--- src/rtl/fp_pkg.sv ---
// Shared types and constants for the single-precision adder datapath.
package fp_pkg;

  localparam int unsigned EXP_W    = 8;
  localparam int unsigned FRAC_W   = 23;
  localparam int unsigned BIAS     = 127;
  localparam int unsigned MANT_W   = FRAC_W + 1;
  localparam int unsigned STICKY_W = 3;
  localparam int unsigned ALIGN_W  = MANT_W + STICKY_W;
  localparam int unsigned WORD_W   = 1 + EXP_W + FRAC_W;

  localparam logic [WORD_W-1:0] POS_INF   = 32'h7F80_0000;
  localparam logic [WORD_W-1:0] NEG_INF   = 32'hFF80_0000;
  localparam logic [WORD_W-1:0] NAN_CANON = 32'h7FC0_0000;

  typedef enum logic [2:0] {
    IDLE, UNPACK, ALIGN, ADD, NORM, ROUND, WRITE, SHOW
  } state_e;

  typedef struct packed {
    logic              sign;
    logic [EXP_W-1:0]  exp;
    logic [MANT_W-1:0] mant;
  } unpacked_t;

  // Split a word into sign/exp/mantissa; a zero exponent flushes to signed zero.
  function automatic unpacked_t unpack(input logic [WORD_W-1:0] w);
    unpacked_t u;
    u.sign = w[WORD_W-1];
    u.exp  = w[WORD_W-2:FRAC_W];
    u.mant = (u.exp == '0) ? '0 : {1'b1, w[FRAC_W-1:0]};
    return u;
  endfunction

endpackage

--- src/rtl/fp_align_shifter.sv ---
// Right-shifts the smaller mantissa into {mant, G, R, S}, folding lost bits into S.
module fp_align_shifter
  import fp_pkg::*;
(
  input  logic [MANT_W-1:0]  mant,
  input  logic [EXP_W-1:0]   shamt,
  output logic [ALIGN_W-1:0] aligned_c
);

  logic [ALIGN_W-1:0] ext;
  logic [ALIGN_W-1:0] lost_mask;
  logic [4:0]         amt;

  always_comb begin
    ext       = {mant, STICKY_W'(0)};
    lost_mask = '0;
    amt       = '0;
    aligned_c = '0;
    if (shamt >= EXP_W'(ALIGN_W)) begin
      aligned_c = {(ALIGN_W-1)'(0), |mant};
    end else begin
      amt          = shamt[4:0];
      lost_mask    = ~({ALIGN_W{1'b1}} << amt);
      aligned_c    = ext >> amt;
      aligned_c[0] = aligned_c[0] | (|(ext & lost_mask));
    end
  end

endmodule

--- src/rtl/fp_add_unit.sv ---
// Multicycle IEEE-754 single-precision adder with RNE rounding and
// denormal flush, handshaking with the operand-entry/display peripheral.
module fp_add_unit
  import fp_pkg::*;
(
  input  logic              clk,
  input  logic              reset,
  input  logic              inputdata_ready,
  input  logic [WORD_W-1:0] dataA,
  input  logic [WORD_W-1:0] dataB,
  output logic              loaddata,
  output logic [WORD_W-1:0] dataR,
  output logic              busy,
  output logic              done
);

  localparam int unsigned EXT_EXP_W = EXP_W + 2;
  localparam int unsigned SUM_W     = ALIGN_W + 1;

  state_e               state;
  logic [WORD_W-1:0]    a_q, b_q, res_q;
  unpacked_t            ua_q, ub_q;
  logic                 sign_q, sub_q;
  logic [EXT_EXP_W-1:0] exp_q;
  logic [ALIGN_W-1:0]   mx_q, my_q;
  logic [SUM_W-1:0]     mant_q;

  unpacked_t            ua_c, ub_c, ux_c, uy_c;
  logic                 a_nan_c, b_nan_c, a_inf_c, b_inf_c, a_ge_b_c;
  logic                 special_c;
  logic [WORD_W-1:0]    special_res_c;
  logic [EXP_W-1:0]     shamt_c;
  logic [ALIGN_W-1:0]   my_shift_c;
  logic [SUM_W-1:0]     sum_c;
  logic                 inc_c;
  logic [MANT_W:0]      rounded_c;
  logic [EXT_EXP_W-1:0] exp_rnd_c;
  logic [FRAC_W-1:0]    frac_rnd_c;

  // Special-operand classification, NaN first, then infinities, then double zero.
  always_comb begin
    ua_c          = unpack(a_q);
    ub_c          = unpack(b_q);
    a_nan_c       = (&a_q[WORD_W-2:FRAC_W]) && (|a_q[FRAC_W-1:0]);
    b_nan_c       = (&b_q[WORD_W-2:FRAC_W]) && (|b_q[FRAC_W-1:0]);
    a_inf_c       = (&a_q[WORD_W-2:FRAC_W]) && !(|a_q[FRAC_W-1:0]);
    b_inf_c       = (&b_q[WORD_W-2:FRAC_W]) && !(|b_q[FRAC_W-1:0]);
    special_c     = 1'b1;
    special_res_c = '0;
    if (a_nan_c || b_nan_c || (a_inf_c && b_inf_c && (a_q[WORD_W-1] != b_q[WORD_W-1])))
      special_res_c = NAN_CANON;
    else if (a_inf_c)
      special_res_c = a_q[WORD_W-1] ? NEG_INF : POS_INF;
    else if (b_inf_c)
      special_res_c = b_q[WORD_W-1] ? NEG_INF : POS_INF;
    else if (ua_c.exp == '0 && ub_c.exp == '0)
      special_res_c = {ua_c.sign & ub_c.sign, (WORD_W-1)'(0)};
    else
      special_c = 1'b0;
  end

  // Magnitude ordering so the subtraction never goes negative.
  always_comb begin
    a_ge_b_c = {ua_q.exp, ua_q.mant} >= {ub_q.exp, ub_q.mant};
    ux_c     = a_ge_b_c ? ua_q : ub_q;
    uy_c     = a_ge_b_c ? ub_q : ua_q;
    shamt_c  = ux_c.exp - uy_c.exp;
    sum_c    = sub_q ? ({1'b0, mx_q} - {1'b0, my_q}) : ({1'b0, mx_q} + {1'b0, my_q});
  end

  fp_align_shifter u_align (
    .mant      (uy_c.mant),
    .shamt     (shamt_c),
    .aligned_c (my_shift_c)
  );

  // Round to nearest even on {mant24, G, R, S}; a carry out renormalises by one.
  always_comb begin
    inc_c      = mant_q[2] & (mant_q[1] | mant_q[0] | mant_q[3]);
    rounded_c  = {1'b0, mant_q[ALIGN_W-1:STICKY_W]} + (MANT_W+1)'(inc_c);
    exp_rnd_c  = exp_q + EXT_EXP_W'(rounded_c[MANT_W]);
    frac_rnd_c = rounded_c[MANT_W] ? rounded_c[FRAC_W:1] : rounded_c[FRAC_W-1:0];
  end

  always_ff @(posedge clk or posedge reset) begin
    if (reset) begin
      state    <= IDLE;
      loaddata <= 1'b1;
      dataR    <= '0;
      busy     <= 1'b0;
      done     <= 1'b0;
      a_q      <= '0;
      b_q      <= '0;
      res_q    <= '0;
      ua_q     <= '0;
      ub_q     <= '0;
      sign_q   <= 1'b0;
      sub_q    <= 1'b0;
      exp_q    <= '0;
      mx_q     <= '0;
      my_q     <= '0;
      mant_q   <= '0;
    end else begin
      done <= 1'b0;
      case (state)
        IDLE: begin
          loaddata <= 1'b1;
          if (inputdata_ready) begin
            a_q   <= dataA;
            b_q   <= dataB;
            busy  <= 1'b1;
            state <= UNPACK;
          end
        end
        UNPACK: begin
          ua_q <= ua_c;
          ub_q <= ub_c;
          if (special_c) begin
            res_q <= special_res_c;
            state <= WRITE;
          end else begin
            state <= ALIGN;
          end
        end
        ALIGN: begin
          sign_q <= ux_c.sign;
          sub_q  <= ux_c.sign ^ uy_c.sign;
          exp_q  <= EXT_EXP_W'(ux_c.exp);
          mx_q   <= {ux_c.mant, STICKY_W'(0)};
          my_q   <= my_shift_c;
          state  <= ADD;
        end
        ADD: begin
          mant_q <= sum_c;
          if (sum_c == '0) begin
            res_q <= '0;
            state <= WRITE;
          end else if (!sum_c[SUM_W-1] && sum_c[ALIGN_W-1]) begin
            state <= ROUND;
          end else begin
            state <= NORM;
          end
        end
        // One normalisation step per cycle; leaves as soon as bit 26 will be set.
        NORM: begin
          if (mant_q[SUM_W-1]) begin
            mant_q <= {1'b0, mant_q[SUM_W-1:2], mant_q[1] | mant_q[0]};
            exp_q  <= exp_q + EXT_EXP_W'(1);
            state  <= ROUND;
          end else if (exp_q == EXT_EXP_W'(1)) begin
            res_q <= {sign_q, (WORD_W-1)'(0)};
            state <= WRITE;
          end else begin
            mant_q <= mant_q << 1;
            exp_q  <= exp_q - EXT_EXP_W'(1);
            if (mant_q[ALIGN_W-2]) state <= ROUND;
          end
        end
        ROUND: begin
          if (exp_rnd_c >= EXT_EXP_W'(255))
            res_q <= sign_q ? NEG_INF : POS_INF;
          else
            res_q <= {sign_q, exp_rnd_c[EXP_W-1:0], frac_rnd_c};
          state <= WRITE;
        end
        WRITE: begin
          dataR    <= res_q;
          done     <= 1'b1;
          busy     <= 1'b0;
          loaddata <= 1'b0;
          state    <= SHOW;
        end
        SHOW: begin
          loaddata <= 1'b0;
          if (!inputdata_ready) begin
            loaddata <= 1'b1;
            state    <= IDLE;
          end
        end
        default: state <= IDLE;
      endcase
    end
  end

endmodule

--- config.mk ---
export PLATFORM = sky130hd
export DESIGN_NAME = fp_add_unit
export DESIGN_NICKNAME = d
export VERILOG_FILES = /design/src/rtl/fp_pkg.sv /design/src/rtl/fp_align_shifter.sv /design/src/rtl/fp_add_unit.sv
export SDC_FILE = /design/constraint.sdc
export NUM_CORES = 1
export LEC_CHECK = 0
export BUFFER_PORTS_ARGS = -buffer_cell sky130_fd_sc_hd__buf_2
export CAP_MARGIN = 20
export CORE_MARGIN = 2
export CORE_UTILIZATION = 56
export DETAILED_ROUTE_END_ITERATION = 16
export GPL_TIMING_DRIVEN = 0
export HOLD_SLACK_MARGIN = 0.03
export PLACE_DENSITY_LB_ADDON = 0.3
export RECOVER_POWER = 25
export SLEW_MARGIN = 20
export SYNTH_ARGS = -nofsm -noshare
export SYNTH_HDL_FRONTEND = slang
export SYNTH_SLANG_ARGS = --single-unit
--- constraint.sdc ---
create_clock -name clk -period 8.76 [get_ports clk]
set_input_delay 0.438 -clock clk [delete_from_list [all_inputs] [get_ports clk]]
set_output_delay 0.438 -clock clk [all_outputs]
set_load 0.005 [all_outputs]
Word-level counts from Yosys, hierarchy flattened
Index checks and enable logic that the tools add are counted.
{"block": "word_totals", "register_bits": 291, "latchBits": 0, "ram_bits": 0, "rom_bits": 0, "in_bits": 67, "out_inout_bits": 35, "elab_cells": 136, "memories": 0}
{"block": "op_classes", "add_sub_neg": 7, "multipliers": 0, "div_mod_pow": 0, "n_lt_le_gt_ge": 3, "eq_ne": 17, "n_shift": 2, "muxes": 44, "bitwise_logic": 8, "n_reduce_logical": 34}
{"cell": "$mux W32", "count": 12}
{"cell": "$pmux W32 S4", "count": 1}
{"cell": "$mux W28", "count": 3}
{"cell": "$mux W33", "count": 2}
{"cell": "$pmux W28 S2", "count": 1}
{"cell": "$mux W24", "count": 2}
{"cell": "$reduce_or A23 Y1", "count": 2}
{"cell": "$ge A32 B32 Y1", "count": 1}
{"cell": "$add A27 B27 Y28", "count": 1}
{"cell": "$logic_not A28 Y1", "count": 1}
{"cell": "$sub A27 B27 Y28", "count": 1}
{"cell": "$and A27 B27 Y27", "count": 1}
{"cell": "$mux W27", "count": 1}
{"cell": "$not A27 Y27", "count": 1}
{"cell": "$reduce_or A27 Y1", "count": 1}
{"cell": "$shl A27 B5 Y27 const A", "count": 1}
{"cell": "$shr A27 B5 Y27", "count": 1}
{"cell": "$add A24 B1 Y25", "count": 1}
{"cell": "$pmux W3 S8", "count": 1}
{"cell": "$reduce_or A24 Y1", "count": 1}
{"cell": "$mux W23", "count": 1}
{"cell": "$mux W10", "count": 2}
{"cell": "$pmux W10 S2", "count": 1}
{"cell": "$mux W3", "count": 6}
{"cell": "33 further kinds", "count": 69}

Longest topological paths before layout
{"block": "logic_depth", "word_depth": 9, "ltp_mapped": 27}

Hierarchy
A second synthesis with hierarchy kept.
{"block": "hier_totals", "cells_unflattened": 2154, "area_unflattened_um2": 18751.7}
{"mod": "fp_add_unit", "n_inst": 1, "cells_per_inst": 1916, "area_per_inst_um2": 17033.8, "seq_area_each_um2": 7283.2}
{"mod": "fp_align_shifter", "n_inst": 1, "cells_per_inst": 238, "area_per_inst_um2": 1717.9, "seq_area_each_um2": 0.0}

Worst setup path before layout
No wires, ideal clock.
{"block": "synth_path", "kind": "flip-flop to flip-flop", "start": "reg ua_q[17] (netlist name)", "end": "reg my_q[3]", "setup_ps": 136, "t_arrival_ps": 5676, "t_required_ps": 8624, "slack_ps": 2948, "path_stages_with_launch": 23, "n_path_buf": 7, "path_cell_list": "dfrtp_1 ha_1 a21o_1 a221o_1 a221oi_2 and2_1 and2_4 buf_6 clkbuf_1 clkbuf_1 clkbuf_1 clkbuf_1 a31oi_1 ha_1 nand2b_1 o311ai_0 nor3_1 buf_2 buf_2 mux2i_1 mux2i_1 a221oi_1 o22ai_1"}
{"block": "synth_between", "elab_chain_cells": 5, "elab_cells_between_ends": 7, "cone_classes": "add/sub: 1; order compare: 2; shift: 1; mux: 3"}
{"item": "start: declaration", "line_no": "fp_add_unit.sv:22", "text": "unpacked_t ua_q, ub_q;"}
{"item": "start signal: assignment", "line_no": "fp_add_unit.sv:116", "text": "ua_q <= ua_c;"}
{"item": "$ge A32 B32 Y1", "line_no": "fp_add_unit.sv:64", "text": "a_ge_b_c = {ua_q.exp, ua_q.mant} >= {ub_q.exp, ub_q.mant};"}
{"item": "$mux W33, on equally long branches", "line_no": "fp_add_unit.sv:65, fp_add_unit.sv:66"}
{"item": "$sub A8 B8 Y8", "line_no": "fp_add_unit.sv:67", "text": "shamt_c = ux_c.exp - uy_c.exp;"}
{"item": "$ge A8 B5 Y1 or $shr A27 B5 Y27 (tied branches)", "line_no": "fp_align_shifter.sv:19, fp_align_shifter.sv:24"}
{"item": "$mux W27 *", "line_no": "fp_align_shifter.sv:19", "text": "if (shamt >= EXP_W'(ALIGN_W)) begin"}
{"item": "end signal: assignment", "line_no": "fp_add_unit.sv:130", "text": "my_q <= my_shift_c;"}
{"item": "end: declaration", "line_no": "fp_add_unit.sv:25", "text": "logic [ALIGN_W-1:0] mx_q, my_q;"}
Mark *: on every way between the ends. The rest lies on a longest branch, timed or not.
A chain may end at the register's enable or synchronous reset.

Worst setup path in the final report
{"block": "layout_path", "start": "reg ub_q[9] (netlist name)", "end": "reg my_q[12]"}
{"block": "layout_between", "elab_chain_cells": 5, "elab_cells_between_ends": 7, "cone_classes": "add/sub: 1; order compare: 2; shift: 1; mux: 3"}
{"item": "start: declaration", "line_no": "fp_add_unit.sv:22"}
{"item": "start signal: assignment", "line_no": "fp_add_unit.sv:117", "text": "ub_q <= ub_c;"}
{"item": "$ge A32 B32 Y1", "line_no": "fp_add_unit.sv:64"}
{"item": "$mux W33, on equally long branches", "line_no": "fp_add_unit.sv:65, fp_add_unit.sv:66"}
{"item": "$sub A8 B8 Y8", "line_no": "fp_add_unit.sv:67"}
{"item": "$ge A8 B5 Y1 or $shr A27 B5 Y27 (tied branches)", "line_no": "fp_align_shifter.sv:19, fp_align_shifter.sv:24"}
{"item": "$mux W27 *", "line_no": "fp_align_shifter.sv:19"}
Marks and branches as above.

==> results list <==
* Run status: complete, but fails checks
- The final reports fail on max-capacitance violations, max-slew violations.
- After filler insertion, the fill cell instance count of the layout stands at a little under 3000.
- CTS tree: built
* Slew at the pin closest to its max-slew limit: 3.82 ns
* Register-to-Register Path Depth: 25
* Fin. max-slew vios: 198
* Crit-path slowest cell: o41ai_2
- Initial cell density of the core: 56.4%
* Final setup skew: 0.0284 ns
- In this run the horizontal extent of the chip is 187 um.
- In this run the tightest slew margin relative to its limit is -156%.
* Dominant register cell in the synthesized netlist: dfrtp_1
- Maximum clock rate: 0.127 GHz
- Standard-cell rows: 67
* Post-DR vias/cell: approximately 6.3
- The initial antenna violation count is 0.
- Total of warnings raised by yosys: 0
- During placement, the flow inserted port buffers numbering 101.
- The clock drives just under 300 sinks.
- Final weighted congestion in routability-driven placement: slightly below 1
- The routed layout has 17300 vias.
- Along the worst path, the maximum fanout reaches 10.
- Wire length of the first global-routing pass: 92.3 mm
- Arrival time at the worst endpoint: 8.33 ns
- Required time at the endpoint of the critical path: 9.19 ns
- Maximum clock insertion buffer count: 3
- The tool flagged a number of max-cap violations equal to 2.
* Gate family responsible for the most delay along the worst path: buffers and inverters
- Crit path depth: 25
- STA classifies the critical path startpoint as a flip-flop.
- Post-route cell area: 0.0210 mm2
- Final critical-path share of the clock period: 90.2%
* Area used by multi-input combinational logic: between 0.01 and 0.015 mm2
- In this design, the stage delay of the slowest critical-path cell is slightly above 0.6 ns.
- Hold path depth: 2
* Post-Synthesis Net Count: 2301
- Post-synth top area share: 38.7%
- The clock period could shrink to 7.90 ns.
- The worst hold path belongs to the class in2reg.
- After synthesis, the share of flip-flops with an asynchronous set or reset is 100%.
- Worst setup path class: reg2reg
- Clock root buffer: clkbuf_16
- Setup repair after global routing left no endpoint under its margin.
- Maximum number of pins on one net before global-route repair: 110
* Instance count of the mapped netlist: 2143
- Clock latency on the worst-skew pair, taken at its later pin, is ~0.53 ns.
- Counting both buffers and inverters, the worst setup path holds a total of 9.
- Post-synth top area cell: dfrtp_1
- Sequential elements use 38.8% of the synthesized area.
- Total DRC errors in the routed layout: 0
- Post-DP HPWL: 44.9 mm
* Mean instance size in the synthesized netlist: 8.76 um2
- Count of nets after finishing: 2442
* Cell occurring most often along the worst timing path: clkbuf_1
- Sorting the synthesized cells by how often they occur yields nand2_1, dfrtp_1, nor2_1.
- EDFF count, synth: 0
* Total global-route track usage: 33.0%
- From synthesis to final layout, the design area changed by 11.9%.
- Flip-flop and latch count after synthesis: 291
* Most frequent cell after synthesis: nand2_1
- After global routing the overflow that remains totals 0.
* CTS H-tree depth: 2
- Number of DRC markers after the initial detailed-route iteration: 1632
- Clk slew on worst S/H paths: roughly 0.05 ns
* Avg WL per Cell: 21.0 um
- Slack of the worst reg-to-reg path: between 0.8 and 0.9 ns
- STA classifies the critical path endpoint as a flip-flop.
* Antenna diode count: 0
- Cell area after synthesis: 0.0188 mm2
- Yosys mapped the design onto 84 distinct sky130hd cell types.
- # setup viols final: 0
- The floorplan step defined a die boundary enclosing 0.0350 mm2.
- In the final layout, flip-flops and latches occupy between 0.007 and 0.008 mm2.
* Cell types occupying the most area after synthesis: dfrtp_1, nand2_1, ha_1
* I/O pin total: slightly above 100
* Wire length after detailed routing: 57.8 mm
- The via count of the first global-routing pass is approximately 17000.
- Number of hold violations in the final report: 0
- TritonRoute pass-1 iters: 6
- In this run the remaining antenna-violating nets after routing total 0.
- The core region is between 0.03 and 0.04 mm2.
- The die is 187 um tall.
- Clock buffers created by TritonCTS: 35
* Placement-stage cell area: 0.0199 mm2
- Of the cells placed in the final design, the portion with a size suffix greater than 1 is 12.0%.
## state kept, by name (all words and copies together), names as in the netlist, 24 cells and up
signal  count
ua_q       33
ub_q       33
dataR      32
b_q        32
mant_q     28
res_q      32
mx_q       24
my_q       27
a_q        32
## through the flow
step	worst slack (ns)	hold slack [ns]	TNS [ns]	instances	utilization (%)
finish	0.858	0.137	0	2756	63.2
global route	0.547	0.138	0	2756	63.2
CTS	0.988	0.134	0	2756	63.3
detailed placement	1.05	0.453	0	2694	59.8
global placement	-2.50	0.446	-713.15	2692	59.6
floorplan	0.290	0.433	0	2143	-
## layout make-up
type | instances | area share (%)
multi-input cells | 1616 | 50.3
flip-flops and latches | 291 | 34.7
clock buffers | 48 | 4.74
well taps | 448 | 2.67
plain buffers | 136 | 2.57
repair buffers | 104 | 2.56
inverters | 100 | 1.79
clock inverters | 13 | 0.673
## repair_timing
action,CTS,global route
buffers inserted,0,0
hold buffers,1,0
hold endpoints to repair,13,0
resized for setup,0,0
## cells in the final DEF, fill, tap and decap left out, types with 13 or more instances in the layout
master / count
nand2_1: 341
dfrtp_1: 290
nor2_1: 156
a21oi_1: 145
clkbuf_1: 134
o21ai_0: 102
inv_1: 98
buf_2: 98
ha_1: 90
mux2_2: 77
mux2i_1: 66
a31oi_1: 47
nand3_1: 41
o22ai_1: 41
nor3_1: 40
clkbuf_16: 36
xnor2_1: 30
nand4_1: 28
a21o_1: 26
and3_1: 25
xor2_1: 24
or3_1: 23
o211ai_1: 17
nor4_1: 17
nand2b_1: 15
and2_1: 14
o31ai_1: 14
o21a_1: 14
a211oi_1: 13
a221oi_1: 13
## path summary, 6_finish.rpt
path / start / end
hold / removal: dataA[5] / a_q[5]
hold reg to reg: res_q[28] / dataR[28]
min in group asynchronous: reset / a_q[3]
setup / recovery: ub_q[9] / my_q[12]
max in group asynchronous: reset / my_q[19]
setup reg to reg: ub_q[9] / my_q[12]
## per-layer routing
layer  share of wire (%)  up-vias  GRT usage [%]
li1                    -     8019              -
met1                  42     8344           44.0
met2                  46      749           53.8
met3                 6.3      150           4.11
met4                 4.9        0           15.4
met5                   0        -              0
## cells by family after synthesis
logic type               after synthesis  synth area share [%]
buffers and inverters                236                  4.88
XOR/XNOR                              54                  2.52
AND/OR/NAND/NOR                      749                  18.1
flip-flops                           291                  38.8
multiplexers                         155                  9.54
adder cells (fa/ha/maj)               91                  6.10
AO/OA/AOI/OAI                        567                  20.1
Power is not shown: default switching activity piles up to over one toggle a cycle in this logic, so the estimate is an artifact.
